===== config.mk =====
export PLATFORM = sky130hd
export DESIGN_NAME = avg_rr_sched
export DESIGN_NICKNAME = d
export VERILOG_FILES = /design/src/rtl/avg_rr_sched_pkg.sv /design/src/rtl/avg_rr_sched_tag_fifo.sv /design/src/rtl/avg_rr_sched.sv
export SDC_FILE = /design/constraint.sdc
export NUM_CORES = 1
export LEC_CHECK = 0
export ABC_AREA = 1
export CAP_MARGIN = 20
export CORE_AREA = 2 2 525 527
export DETAILED_ROUTE_END_ITERATION = 8
export DIE_AREA = 0 0 527 529
export HOLD_SLACK_MARGIN = 0.03
export PLACE_DENSITY = 0.32
export SLEW_MARGIN = 20
export SYNTH_ARGS = -nofsm -noshare
export SYNTH_HDL_FRONTEND = slang
export SYNTH_SLANG_ARGS = --single-unit

===== constraint.sdc =====
create_clock -name clk -period 3.14 [get_ports clk]
set_input_delay 0.942 -clock clk [delete_from_list [all_inputs] [get_ports clk]]
set_output_delay 0.942 -clock clk [all_outputs]
set_load 0.005 [all_outputs]

===== src/rtl/avg_rr_sched_pkg.sv =====
// avg_rr_sched_pkg: shared defaults and tag-width helper for the averager scheduler
package avg_rr_sched_pkg;
  localparam int DEF_NUM_REQ = 4;
  localparam int DEF_NUM_INPUTS = 16;
  localparam int DEF_DWIDTH = 16;
  localparam int DEF_TAG_DEPTH = 8;
  function automatic int tag_w(input int n);
    return n > 1 ? $clog2(n) : 1;
  endfunction
endpackage


===== src/rtl/avg_rr_sched_tag_fifo.sv =====
// avg_tag_fifo: synchronous tag FIFO recording requester ids in issue order
module avg_tag_fifo #(
  parameter int DEPTH = 8,
  parameter int W = 2
) (
  input  logic                     clk,
  input  logic                     rst,
  input  logic                     push,
  input  logic                     pop,
  input  logic [W-1:0]             din,
  output logic [W-1:0]             dout,
  output logic                     full,
  output logic                     empty,
  output logic [$clog2(DEPTH):0]   count
);
  localparam int AW = $clog2(DEPTH);
  localparam int CW = AW + 1;
  logic [W-1:0] mem [DEPTH];
  logic [AW-1:0] wr_ptr, rd_ptr;
  logic do_push, do_pop;
  assign full = count == CW'(DEPTH);
  assign empty = count == '0;
  assign do_push = push & ~full;
  assign do_pop = pop & ~empty;
  assign dout = mem[rd_ptr];
  always_ff @(posedge clk)
    if (do_push) mem[wr_ptr] <= din;
  always_ff @(posedge clk)
    if (rst) begin
      wr_ptr <= '0;
      rd_ptr <= '0;
      count <= '0;
    end else begin
      if (do_push) wr_ptr <= wr_ptr + 1'b1;
      if (do_pop) rd_ptr <= rd_ptr + 1'b1;
      count <= count + CW'(do_push) - CW'(do_pop);
    end
endmodule


===== src/rtl/avg_rr_sched.sv =====
// avg_rr_sched: round-robin sharing of one averager with in-order tagged result return
module avg_rr_sched
  import avg_rr_sched_pkg::*;
#(
  parameter int NUM_REQ = DEF_NUM_REQ,
  parameter int NUM_INPUTS = DEF_NUM_INPUTS,
  parameter int DWIDTH = DEF_DWIDTH,
  parameter int TAG_DEPTH = DEF_TAG_DEPTH
) (
  input  logic                                clk,
  input  logic                                rst,
  input  logic [NUM_REQ*NUM_INPUTS*DWIDTH-1:0] req_dat_vector,
  input  logic [NUM_REQ-1:0]                  req_valid,
  output logic [NUM_REQ-1:0]                  req_ready,
  input  logic [NUM_REQ-1:0]                  req_mask,
  output logic [NUM_INPUTS*DWIDTH-1:0]        avg_dat_vector,
  output logic                                avg_dat_valid,
  input  logic [DWIDTH-1:0]                   avg_in,
  input  logic                                avg_in_valid,
  output logic [DWIDTH-1:0]                   rsp_avg,
  output logic [NUM_REQ-1:0]                  rsp_valid,
  output logic [$clog2(TAG_DEPTH):0]          outstanding,
  output logic                                err_underflow
);
  localparam int TW = tag_w(NUM_REQ);
  localparam int VW = NUM_INPUTS * DWIDTH;
  logic [NUM_REQ-1:0] elig, hi_mask, hi, pick;
  logic [TW-1:0] last_grant, gidx, head;
  logic full, empty, hs, pop;
  assign elig = req_valid & req_mask;
  // requesters strictly above last_grant win first; otherwise wrap to the lowest
  assign hi_mask = ~((NUM_REQ'(2) << last_grant) - NUM_REQ'(1));
  assign hi = elig & hi_mask;
  assign pick = |hi ? hi & (~hi + 1'b1) : elig & (~elig + 1'b1);
  assign req_ready = (rst || full) ? '0 : pick;
  assign hs = |(req_valid & req_ready);
  assign pop = avg_in_valid & ~empty & ~rst;
  always_comb begin
    gidx = '0;
    for (int i = 0; i < NUM_REQ; i++)
      if (pick[i]) gidx = TW'(i);
  end
  avg_tag_fifo #(.DEPTH(TAG_DEPTH), .W(TW)) u_fifo (
    .clk(clk), .rst(rst), .push(hs), .pop(pop), .din(gidx), .dout(head),
    .full(full), .empty(empty), .count(outstanding)
  );
  always_ff @(posedge clk)
    if (rst) begin
      last_grant <= TW'(NUM_REQ - 1);
      avg_dat_vector <= '0;
      avg_dat_valid <= 1'b0;
      rsp_avg <= '0;
      rsp_valid <= '0;
      err_underflow <= 1'b0;
    end else begin
      avg_dat_valid <= hs;
      if (hs) begin
        avg_dat_vector <= req_dat_vector[int'(gidx)*VW +: VW];
        last_grant <= gidx;
      end
      rsp_valid <= pop ? NUM_REQ'(1) << head : '0;
      if (pop) rsp_avg <= avg_in;
      if (avg_in_valid && empty) err_underflow <= 1'b1;
    end
endmodule


==> results of run 1 <==
cell type report:
cell class / instances / area share, %
Inverter: 1553 / 12.5
Antenna cell: 47 / 0.252
Clock inverter: 17 / 0.458
Sequential cell: 309 / 13.6
Timing Repair Buffer: 1649 / 35.5
Clock buffer: 74 / 3.13
Tap cell: 3589 / 9.62
Multi-Input combinational cell: 2490 / 24.9
power by group through the flow:
stage / Clock, µW / Combinational, µW / Sequential [µW]
2_1_floorplan: 0 / 5340 / 5630
6_report: 5870 / 13000 / 5610
5_1_grt: 6280 / 14200 / 5730
4_1_cts: 6190 / 13300 / 5630
3_5_place_dp: 0 / 13100 / 5690
3_3_place_gp: 0 / 13200 / 5650
kinds of logic (layout without fill, tap and decap cells):
| group | Yosys count | after routing | synth area share [%] |
|---|---|---|---|
| adder cells (fa/ha/maj) | 9 | 9 | 0.479 |
| other | 0 | 47 | 0 |
| AO/OA/AOI/OAI | 285 | 285 | 5.73 |
| flip-flops | 309 | 309 | 25.3 |
| XOR/XNOR | 3 | 3 | 0.105 |
| AND/OR/NAND/NOR | 2193 | 2193 | 39.4 |
| buffers and inverters | 1870 | 3293 | 28.9 |
critical path: cells and delay by family:
| family | cells | cell delay (ns) |
|---|---|---|
| buf+inv | 6 | 0.77 |
| simple gates | 4 | 0.39 |
worst paths after layout:
path	depth (start not counted)	to	slack, ns	from
worst max-delay path	10	req_ready[3]	0.07	req_mask[1]
worst min register to register	2	err_underflow	0.46	err_underflow
worst min-delay path	2	err_underflow	0.46	err_underflow
worst max register to register	14	u_fifo.count[2]	0.49	last_grant[1]
state kept, by name, summed over array words and instances, names as in the netlist, named ones only:
register and flops:
avg_dat_valid 1, avg_dat_vector 256, err_underflow 1, last_grant 2
rsp_avg 16, rsp_valid 4, u_fifo.count 4, u_fifo.mem 16
u_fifo.rd_ptr 3, u_fifo.wr_ptr 3
per-layer routing:
| layer | vias up | wire (µm) | share of wire [%] |
|---|---|---|---|
| met5 | - | 455 | 0.22 |
| met4 | 74 | 8300 | 3.9 |
| met3 | 285 | 20000 | 9.4 |
| met2 | 1347 | 101000 | 48 |
| met1 | 15400 | 82000 | 39 |
| li1 | 16700 | - | - |
cell usage after synthesis:
cell,n
a21o_1,1
a21oi_1,260
buf_1,26
buf_2,154
buf_4,6
buf_6,2
clkbuf_1,129
clkinv_1,1
dfxtp_1,293
edfxtp_1,16
fa_1,1
ha_1,8
inv_1,1549
inv_2,3
nand2_1,856
nand2_2,2
nand2_4,1
nand3_1,1290
nand4_1,1
nor2_1,40
nor2_2,1
nor2_4,1
nor3_2,1
o21a_1,1
o21ai_0,18
o21ai_1,1
o22ai_1,4
xnor2_1,1
xor2_1,2
through the flow:
| step | TNS (ns) | cell area [µm²] | util (%) | cells | hold WS [ns] |
|---|---|---|---|---|---|
| after floorplan | 0 | 25100 | - | 4669 | 0.433 |
| after global placement | -130.38 | 44700 | 16.4 | 9586 | 0.437 |
| after detailed placement | -120.54 | 44700 | 16.4 | 9586 | 0.452 |
| after CTS | 0 | 46500 | 17.1 | 9681 | 0.461 |
| after global routing | 0 | 46600 | 17.1 | 9708 | 0.481 |
| final | 0 | 46700 | 17.1 | 9728 | 0.458 |
repair_timing:
| item | 4_1_cts | 5_1_grt |
|---|---|---|
| endpoints found under the setup margin | 4 | 1 |
| resized for setup | 76 | 1 |
| buffers inserted | 5 | 0 |
| pin swaps | 14 | 3 |
==> metrics.yaml, run 1 <==
routing:
  num_vias: 33800
  drtIter0Drc: 1792
  drc: 0
  final_antenna_net_count: 0
  firstDrtPassIters: 5
  wire_per_inst_um: 21.7
  wirelength_mm: 211
  avgViaCountPerCell: 3.48
yosys:
  synthCells: 4669
  ys_seq_area_share_pct: 25.3
  yosys.area.top_type_share_pct: 25.8
  yosysTopAreaCell: "nand3_1"
  postSynthAreaPerCell_um2: 5.37
  synth_seq_cells: 309
  netlist_top_cells_area: "nand3_1, dfxtp_1, inv_1"
  synth_cell_types: 29
  yosysWarningCount: 0
  syn_nets: 5729
  synthesis.area_mm2: 0.0251
pwr:
  p_int_uw: 14300
  p_per_area_mw_per_mm2: 524
  total_power_uw: 24500
  netSwitchingPower_uw: 10100
  p_leak_uw: 0.0234
  ir_drop_uv: 410
  comb_power_share_pct: 53.1
  seqPwrFrac_pct: 22.9
  power_frac_clock_pct: 24.0
  sw_frac_of_total_pct: 41.4
cells_and_area:
  nFillCells: 31800
  area_growth_pct: 86.3
  final_cell_mix: "inv_1, clkdlybuf4s50_1, nand3_1"
  final_nets: 7113
  multiInputGateArea_mm2: 0.0116
  final_common_cell: "inv_1"
  seqCellArea_mm2: 0.00635
  drive_above_1_share_pct: 7.14
grt:
  use_met1_pct: 16.0
  grt_pass1_vias: 34100
  grtUsageMet3_pct: 5.63
  grt_max_degree: 112
  grt_first_pass_wirelength_mm: 282
  met2_usage_pct: 25.0
  grt.overflow.total: 0
  busiest_layer: "met2"
  antenna_found_initial: 118
  track_usage_pct: 14.5
clock_network:
  htreeDepth: 2
  clk_latency_ns: 0.68
  clk_pin_slew_ns: 0.06
  ctsHoldBuffers: 0
  cts_buffers: 50
  cts_tree: "done"
  clk_path_buf_depth: 3
  clkSinkCount: 309
  cts_root_buf: "clkbuf_16"
floorplan:
  die_h_um: 529
  die_w_um: 527
  initial_utilization_pct: 9.18
  rows: 192
  design.die.area_mm2: 0.279
  fp.coreArea_mm2: 0.273
  boundaryPins: 1337
sta:
  setup_viol: 0
  timing.final.crit_share_pct: 97.6
  final.setup_skew_ns: 0.0228
  fin_crit_ns: 3.07
  fin_ws_ns: 0.0741
  finalHoldViolations: 0
  drv_slew: 0
  max_freq_mhz: 326
  relSlewSlack_pct: 37.3
  rsz0062_at_grt: "false"
  tightest_slew_ns: 0.941
placed_design:
  gp_congestion: 0.874
  dp_hpwl_mm: 181
  io_buffers: 1336
  post-place-ws_ns: -0.787
critical_path:
  cp.arrival_ns: 2.12
  crit_required_ns: 2.20
  path_class: "in2out"
  end_kind: "output pin"
  crit_path_frequent_cell: "buf_6"
  path_max_fanout: 3
  crit_path_top_delay_cell: "clkdlybuf4s15_1"
  startpoint_type: "primary input"
  slowest_delay_ns: 0.20
  cp_cell_sequence: "clkdlybuf4s15_1 -> nand2_2 -> nor3_4 -> buf_4 -> nor2_4 -> buf_6 -> nand3_2 -> buf_12 -> inv_2 -> buf_6"
status:
  status: "finished, final reports clean"
run:
  maxCapViolCount: 0
worst_hold_path:
  hold_path.class: "reg2reg"
(Power assumes the default switching activity.)
==> run 2: changes to the inputs <==
--- a/config.mk
+++ b/config.mk
@@ -8,10 +8,12 @@
 export ABC_AREA = 1
 export CAP_MARGIN = 20
 export CORE_AREA = 2 2 525 527
+export CTS_BUF_LIST = sky130_fd_sc_hd__clkbuf_4 sky130_fd_sc_hd__clkbuf_8
 export DETAILED_ROUTE_END_ITERATION = 8
 export DIE_AREA = 0 0 527 529
 export HOLD_SLACK_MARGIN = 0.03
 export PLACE_DENSITY = 0.32
+export SETUP_SLACK_MARGIN = 0.5
 export SLEW_MARGIN = 20
 export SYNTH_ARGS = -nofsm -noshare
 export SYNTH_HDL_FRONTEND = slang
==> constraint.sdc (replaced) <==
create_clock -name clk -period 2.9 [get_ports clk]
set_input_delay 0.87 -clock clk [delete_from_list [all_inputs] [get_ports clk]]
set_output_delay 0.87 -clock clk [all_outputs]
set_load 0.005 [all_outputs]
==> run 2 against run 1 <==
The flow now finishes with violations (negative setup slack). Sequential power rose by 9.6%. Final cell count rose by 1.4%. Die area did not move. Routed wire length increased by 9.3%. Register-to-register slack worse by 0.17 ns. Clock-buffer cell count increased by 36. Core utilization is 1.5 points higher. Worst hold slack worse by 0.013 ns. Largest cell class unchanged. Non-clock buffer count grew 91. Critical path depth decreased by 1. Sequential share of layout area shrank 0.97 points.
==> metrics.yaml, run 2 (same netlist as run 1, synthesis figures left out) <==
status:
  status: "complete, but fails checks"  # was finished, final reports clean
  failed_checks: "negative setup slack"
grt:
  track_usage_pct: 15.9  # was 14.5%
  grt.overflow.total: 0  # unchanged
  grt_first_pass_wirelength_mm: 305  # was 282 mm
  grt_max_degree: 103  # was 112
  antenna_found_initial: 145  # was 118
  grt_pass1_vias: 35300  # was 34,100
clock_network:
  htreeDepth: 3  # was 2
  clkSinkCount: 309  # unchanged
  cts_root_buf: "clkbuf_8"  # was clkbuf_16
  ctsHoldBuffers: 0  # unchanged
  cts_tree: "done"  # unchanged
  clk_latency_ns: 0.77  # was 0.68 ns
  clk_path_buf_depth: 3  # unchanged
  clk_pin_slew_ns: 0.05  # was 0.06 ns
  cts_buffers: 77  # was 50
routing:
  final_antenna_net_count: 0  # unchanged
  wirelength_mm: 231  # was 211 mm
  drc: 0  # unchanged
  avgViaCountPerCell: 3.56  # was 3.48
  wire_per_inst_um: 23.4  # was 21.7 µm
  drtIter0Drc: 1950  # was 1,792
  firstDrtPassIters: 5  # unchanged
  num_vias: 35100  # was 33,800
critical_path:
  worst-r2r-cell-count: 21  # was 14
  crit_path_frequent_cell: "buf_4"  # was buf_6
  cp.arrival_ns: 2.16  # was 2.12 ns
  path_max_fanout: 3  # unchanged
  crit_buf_inv: 5  # was 6
  critPathTopFamily: "buffers and inverters"  # unchanged
  cp_cell_sequence: "buf_4 -> buf_4 -> nand2_8 -> nor3_4 -> nor2_4 -> nand3_4 -> clkinvlp_4 -> buf_12 -> buf_6"  # was clkdlybuf4s15_1 -> nand2_2 -> nor3_4 -> buf_4 -> nor2_4 -> buf_6 -> nand3_2 -> buf_12 -> inv_2 -> buf_6
  end_kind: "output pin"  # unchanged
  critical_path_depth: 9  # was 10
  slowest_delay_ns: 0.26  # was 0.20 ns
  crit_path_top_delay_cell: "nor3_4"  # was clkdlybuf4s15_1
  path_class: "in2out"  # unchanged
  startpoint_type: "primary input"  # unchanged
  crit_required_ns: 2.03  # was 2.20 ns
sta:
  max_freq_mhz: 330
  tightest_slew_ns: 0.802  # was 0.941 ns
  rsz0062_at_grt: "true"  # was false
  setup_viol: 4  # was 0
  timing.final.crit_share_pct: 104
  final.setup_skew_ns: 0.0487  # was 0.0228 ns
  fin_ws_ns: -0.128  # was 0.0741 ns
  fin_crit_ns: 3.03
  setup_tns_ns: -0.323  # was 0 ns
  drv_slew: 0  # unchanged
  relSlewSlack_pct: 46.6  # was 37.3%
  finalHoldViolations: 0  # unchanged
cells_and_area:
  final_cell_area_mm2: 0.0508  # was 0.0467 mm²
  final_common_cell: "inv_1"  # unchanged
  largest_reg_flops: 256  # unchanged
  nFillCells: 31500  # was 31,800
  final_util_pct: 18.6  # was 17.1%
  reg_top3: "avg_dat_vector (256), rsp_avg (16), u_fifo.mem (16)"  # unchanged
  final_cell_mix: "inv_1, nand3_1, clkdlybuf4s50_1"  # was inv_1, clkdlybuf4s50_1, nand3_1
  area_growth_pct: 103  # was 86.3%
  final_nets: 7231  # was 7,113
  drive_above_1_share_pct: 13.3  # was 7.14%
  top_register: "avg_dat_vector"  # unchanged
run:
  maxCapViolCount: 0  # unchanged
pwr:
  p_leak_uw: 0.0281  # was 0.0234 µW
  total_power_uw: 29700  # was 24,500 µW
  ir_drop_uv: 283  # was 410 µV
  p_per_area_mw_per_mm2: 585  # was 524 mW/mm²
floorplan:
  rows: 192  # unchanged
  design.die.area_mm2: 0.279  # unchanged
  initial_utilization_pct: 9.18  # unchanged
  die_h_um: 529  # unchanged
  die_w_um: 527  # unchanged
  fp.coreArea_mm2: 0.273  # unchanged
  boundaryPins: 1337  # unchanged
worst_hold_path:
  holdPathStages: 2  # unchanged
  hold_path.class: "reg2reg"  # unchanged
placed_design:
  gp_congestion: 0.881  # was 0.874
  io_buffers: 1336  # unchanged
  dp_hpwl_mm: 181  # about the same
  place_area_mm2: 0.0448  # was 0.0447 mm²
run 2: layout make-up:
| cell class | instances | area [µm²] | share of cell area (%) |
|---|---|---|---|
| Timing Repair Buffer | 1740 | 19600 | 38.7 |
| Clock buffer | 110 | 1360 | 2.69 |
| Inverter | 1553 | 5880 | 11.6 |
| Sequential cell | 309 | 6420 | 12.6 |
| Clock inverter | 30 | 378 | 0.744 |
| Antenna cell | 47 | 118 | 0.232 |
| Tap cell | 3589 | 4490 | 8.84 |
| Multi-Input combinational cell | 2490 | 12500 | 24.6 |
run 2: report_power, final:
part | leakage [µW] | switching [µW] | internal (µW) | total, µW
Sequential | 0.00258 | 697 | 5450 | 6150
Combinational | 0.0246 | 8810 | 8160 | 17000
Clock | 0.000920 | 2880 | 3700 | 6580
Total | 0.0281 | 12400 | 17300 | 29700
run 2: through the flow:
stage	instances	setup WS [ns]	hold WS, ns
after floorplan	4669	0.432	0.433
after global placement	9562	-1.44	0.445
after detailed placement	9562	-1.37	0.443
after CTS	9816	-0.244	0.453
after global routing	9843	-0.205	0.490
final	9868	-0.128	0.445
run 2: path summary, 6_finish.rpt:
check | end | slack [ns] | from
max | req_ready[3] | -0.13 | req_valid[1]
min | err_underflow | 0.44 | err_underflow
max reg2reg | avg_dat_vector[209] | 0.32 | u_fifo.count[2]
min reg2reg | err_underflow | 0.44 | err_underflow
run 2: layer usage:
layer | track usage, % | wire (µm) | share of wire [%] | vias up
met5 | 0 | 495 | 0.21 | -
met4 | 4.33 | 6360 | 2.7 | 80
met3 | 5.62 | 20000 | 8.6 | 332
met2 | 28.0 | 113000 | 49 | 1374
met1 | 18.1 | 91400 | 40 | 16400
li1 | - | - | - | 17000
run 2: worst reg2reg max path, stage by stage (launching register included):
cell     delay, ns
dfxtp_2       0.33
inv_2         0.05
ha_4          0.16
nand3_4       0.10
nand2_8       0.08
inv_8         0.07
buf_4         0.11
nand3_4       0.10
buf_6         0.14
buf_6         0.11
nand2_4       0.06
nor2_4        0.04
buf_6         0.13
inv_12        0.08
buf_6         0.10
buf_12        0.12
buf_16        0.17
buf_12        0.19
buf_8         0.16
nand3_2       0.09
nand2_1       0.07
inv_1         0.04
run 2: what timing repair did:
item	CTS	global route
pin swaps	37	11
setup buffers	69	5
hold endpoints to repair	0	0
gates cloned	45	0
setup endpoints to repair	580	496
resized for setup	553	321
==> run 3: changes to the inputs <==
==> constraint.sdc (replaced) <==
create_clock -name clk -period 3.5 [get_ports clk]
set_input_delay 1.05 -clock clk [delete_from_list [all_inputs] [get_ports clk]]
set_output_delay 1.05 -clock clk [all_outputs]
set_load 0.02 [all_outputs]
==> run 3 against run 2 <==
The flow now finishes without violations. Via count decreased by 3.1%. Sequential power decreased by 19%. Die area unchanged. Flip-flop and latch count unchanged. Global-route usage decreased by 1.3 points. Clock skew increased by 0.0062 ns. Total power decreased by 25%. First-iteration DRC count increased by 0.26%. Register-to-register slack improved by 0.30 ns. Cell area decreased by 9.1%. Clock-buffer cell count increased by 11. Critical endpoint unchanged. Largest cell class unchanged. Largest power group unchanged.
==> metrics.yaml, run 3 (same netlist as run 1, synthesis figures left out) <==
critical_path:
  crit_required_ns: 2.45  # was 2.03 ns
  cp_cell_sequence: "clkdlybuf4s50_1 -> nand2_1 -> inv_2 -> buf_4 -> nand2_4 -> o21ai_4 -> nand3_4 -> buf_12 -> inv_4 -> buf_6"  # was buf_4 -> buf_4 -> nand2_8 -> nor3_4 -> nor2_4 -> nand3_4 -> clkinvlp_4 -> buf_12 -> buf_6
  end_kind: "output pin"  # unchanged
  path_class: "in2out"  # unchanged
  critPathTopFamily: "buffers and inverters"  # unchanged
  crit_buf_inv: 6  # was 5
  startpoint_type: "primary input"  # unchanged
  cp.arrival_ns: 2.45  # was 2.16 ns
  slowest_delay_ns: 0.45  # was 0.26 ns
  path_max_fanout: 2  # was 3
  crit_path_top_delay_cell: "clkdlybuf4s50_1"  # was nor3_4
routing:
  drtIter0Drc: 1955  # was 1,950
  final_antenna_net_count: 0  # unchanged
  firstDrtPassIters: 7  # was 5
  avgViaCountPerCell: 3.50  # was 3.56
  wirelength_mm: 213  # was 231 mm
  wire_per_inst_um: 21.9  # was 23.4 µm
  drc: 0  # unchanged
  num_vias: 34100  # was 35,100
grt:
  grt.overflow.total: 0  # unchanged
  grt_pass1_vias: 34500  # was 35,300
  grt_first_pass_wirelength_mm: 285  # was 305 mm
  track_usage_pct: 14.7  # was 15.9%
  grt_max_degree: 121  # was 103
  antenna_found_initial: 121  # was 145
clock_network:
  cts_buffers: 75  # was 77
  htreeDepth: 3  # unchanged
  clk_pin_slew_ns: 0.05  # about the same
  clkSinkCount: 309  # unchanged
  clk_latency_ns: 0.82  # was 0.77 ns
  clk_path_buf_depth: 3  # unchanged
  cts_tree: "done"  # unchanged
  cts_root_buf: "clkbuf_8"  # unchanged
  ctsHoldBuffers: 0  # unchanged
cells_and_area:
  largest_reg_flops: 256  # unchanged
  final_cell_mix: "inv_1, nand3_1, clkdlybuf4s50_1"  # unchanged
  drive_above_1_share_pct: 7.46  # was 13.3%
  reg_top3: "avg_dat_vector (256), rsp_avg (16), u_fifo.mem (16)"  # unchanged
  final_util_pct: 16.9  # was 18.6%
  top_register: "avg_dat_vector"  # unchanged
  final_nets: 7099  # was 7,231
  fin_cells: 9730  # was 9,868
  area_growth_pct: 84.1  # was 103%
  final_common_cell: "inv_1"  # unchanged
floorplan:
  die_w_um: 527  # unchanged
  fp.coreArea_mm2: 0.273  # unchanged
  boundaryPins: 1337  # unchanged
  design.die.area_mm2: 0.279  # unchanged
  rows: 192  # unchanged
  die_h_um: 529  # unchanged
  initial_utilization_pct: 9.18  # unchanged
sta:
  final.setup_skew_ns: 0.0549  # was 0.0487 ns
  timing.final.crit_share_pct: 99.9
  rsz0062_at_grt: "true"  # unchanged
  finalHoldViolations: 0  # unchanged
  max_freq_mhz: 286
  relSlewSlack_pct: 40.9  # was 46.6%
  fin_crit_ns: 3.50
  setup_viol: 0  # was 4
  drv_slew: 0  # unchanged
  tightest_slew_ns: 0.887  # was 0.802 ns
pwr:
  p_per_area_mw_per_mm2: 484  # was 585 mW/mm²
  ir_drop_uv: 241  # was 283 µV
  power_frac_clock_pct: 23.5  # was 22.2%
  netSwitchingPower_uw: 10100  # was 12,400 µW
  comb_power_share_pct: 54.1  # was 57.1%
  sw_frac_of_total_pct: 45.1  # was 41.7%
  p_leak_uw: 0.0240  # was 0.0281 µW
  p_int_uw: 12300  # was 17,300 µW
  seqPwrFrac_pct: 22.3  # was 20.7%
worst_hold_path:
  hold_path.class: "reg2reg"  # unchanged
placed_design:
  gp_congestion: 0.882  # was 0.881
  dp_hpwl_mm: 181  # about the same
  dp_cells: 9547  # was 9,562
  io_buffers: 1336  # unchanged
run:
  maxCapViolCount: 0  # unchanged
status:
  status: "finished, final reports clean"  # was complete, but fails checks
-- run 3: worst paths after layout --
kind	cells after the start	slack (ns)	end	from
worst max-delay path	10	0.003	req_ready[3]	req_mask[3]
worst min register to register	2	0.45	err_underflow	err_underflow
worst max register to register	17	0.62	u_fifo.count[2]	u_fifo.count[2]
worst min-delay path	2	0.45	err_underflow	err_underflow
-- run 3: what timing repair did --
item / 4_1_cts / 5_1_grt
endpoints found under the setup margin: 274 / 5
buffers inserted: 3 / 1
pin swaps: 8 / 9
gates resized for setup: 259 / 11
-- run 3: metrics by stage --
stage | total power [µW] | area [µm²] | setup WS [ns] | hold WS (ns) | setup TNS [ns]
2_1_floorplan | 10800 | 25100 | 0.550 | 0.433 | 0
3_3_place_gp | 17800 | 44400 | -0.714 | 0.442 | -67.26
3_5_place_dp | 17700 | 44400 | -0.600 | 0.442 | -43.97
4_1_cts | 23000 | 46000 | -0.0595 | 0.448 | -0.193
5_1_grt | 24000 | 46100 | -0.0305 | 0.466 | -0.0476
6_report | 22300 | 46100 | 0.00278 | 0.449 | 0
-- run 3: area by class of cell --
type / count / area, µm²
Clock inverter: 14 / 198
Sequential cell: 309 / 6350
Clock buffer: 121 / 1500
Antenna cell: 44 / 110
Multi-Input combinational cell: 2490 / 11600
Timing Repair Buffer: 1610 / 16000
Inverter: 1553 / 5860
Tap cell: 3589 / 4490
Fill cell: 31800 / 227000
-- run 3: worst reg2reg max path, cell delays in order (launching register included) --
cell	delay, ns
dfxtp_2	0.32
inv_2	0.07
ha_4	0.12
nand3_2	0.09
nand2_4	0.10
buf_12	0.14
clkinvlp_4	0.20
nand3_4	0.13
buf_12	0.14
nand2_1	0.07
buf_4	0.15
nor2_4	0.14
buf_12	0.14
inv_8	0.06
ha_1	0.24
fa_1	0.42
xnor2_1	0.17
nor2_1	0.05
-- run 3: power groups by stage --
stage / registers, µW / clock network [µW] / logic [µW]
after floorplan: 6020 / 0 / 4800
after global placement: 5050 / 0 / 12700
after detailed placement: 5080 / 0 / 12700
after CTS: 5010 / 5590 / 12400
after global routing: 5110 / 5660 / 13300
final: 4990 / 5260 / 12100
-- run 3: metal layers --
| layer | global-route usage, % | up-vias | share of wire [%] |
|---|---|---|---|
| met5 | 0 | - | 0.20 |
| met1 | 16.3 | 15600 | 39 |
| met4 | 4.64 | 70 | 3.2 |
| met2 | 25.7 | 1416 | 48 |
| li1 | - | 16700 | - |
| met3 | 5.46 | 299 | 9.6 |
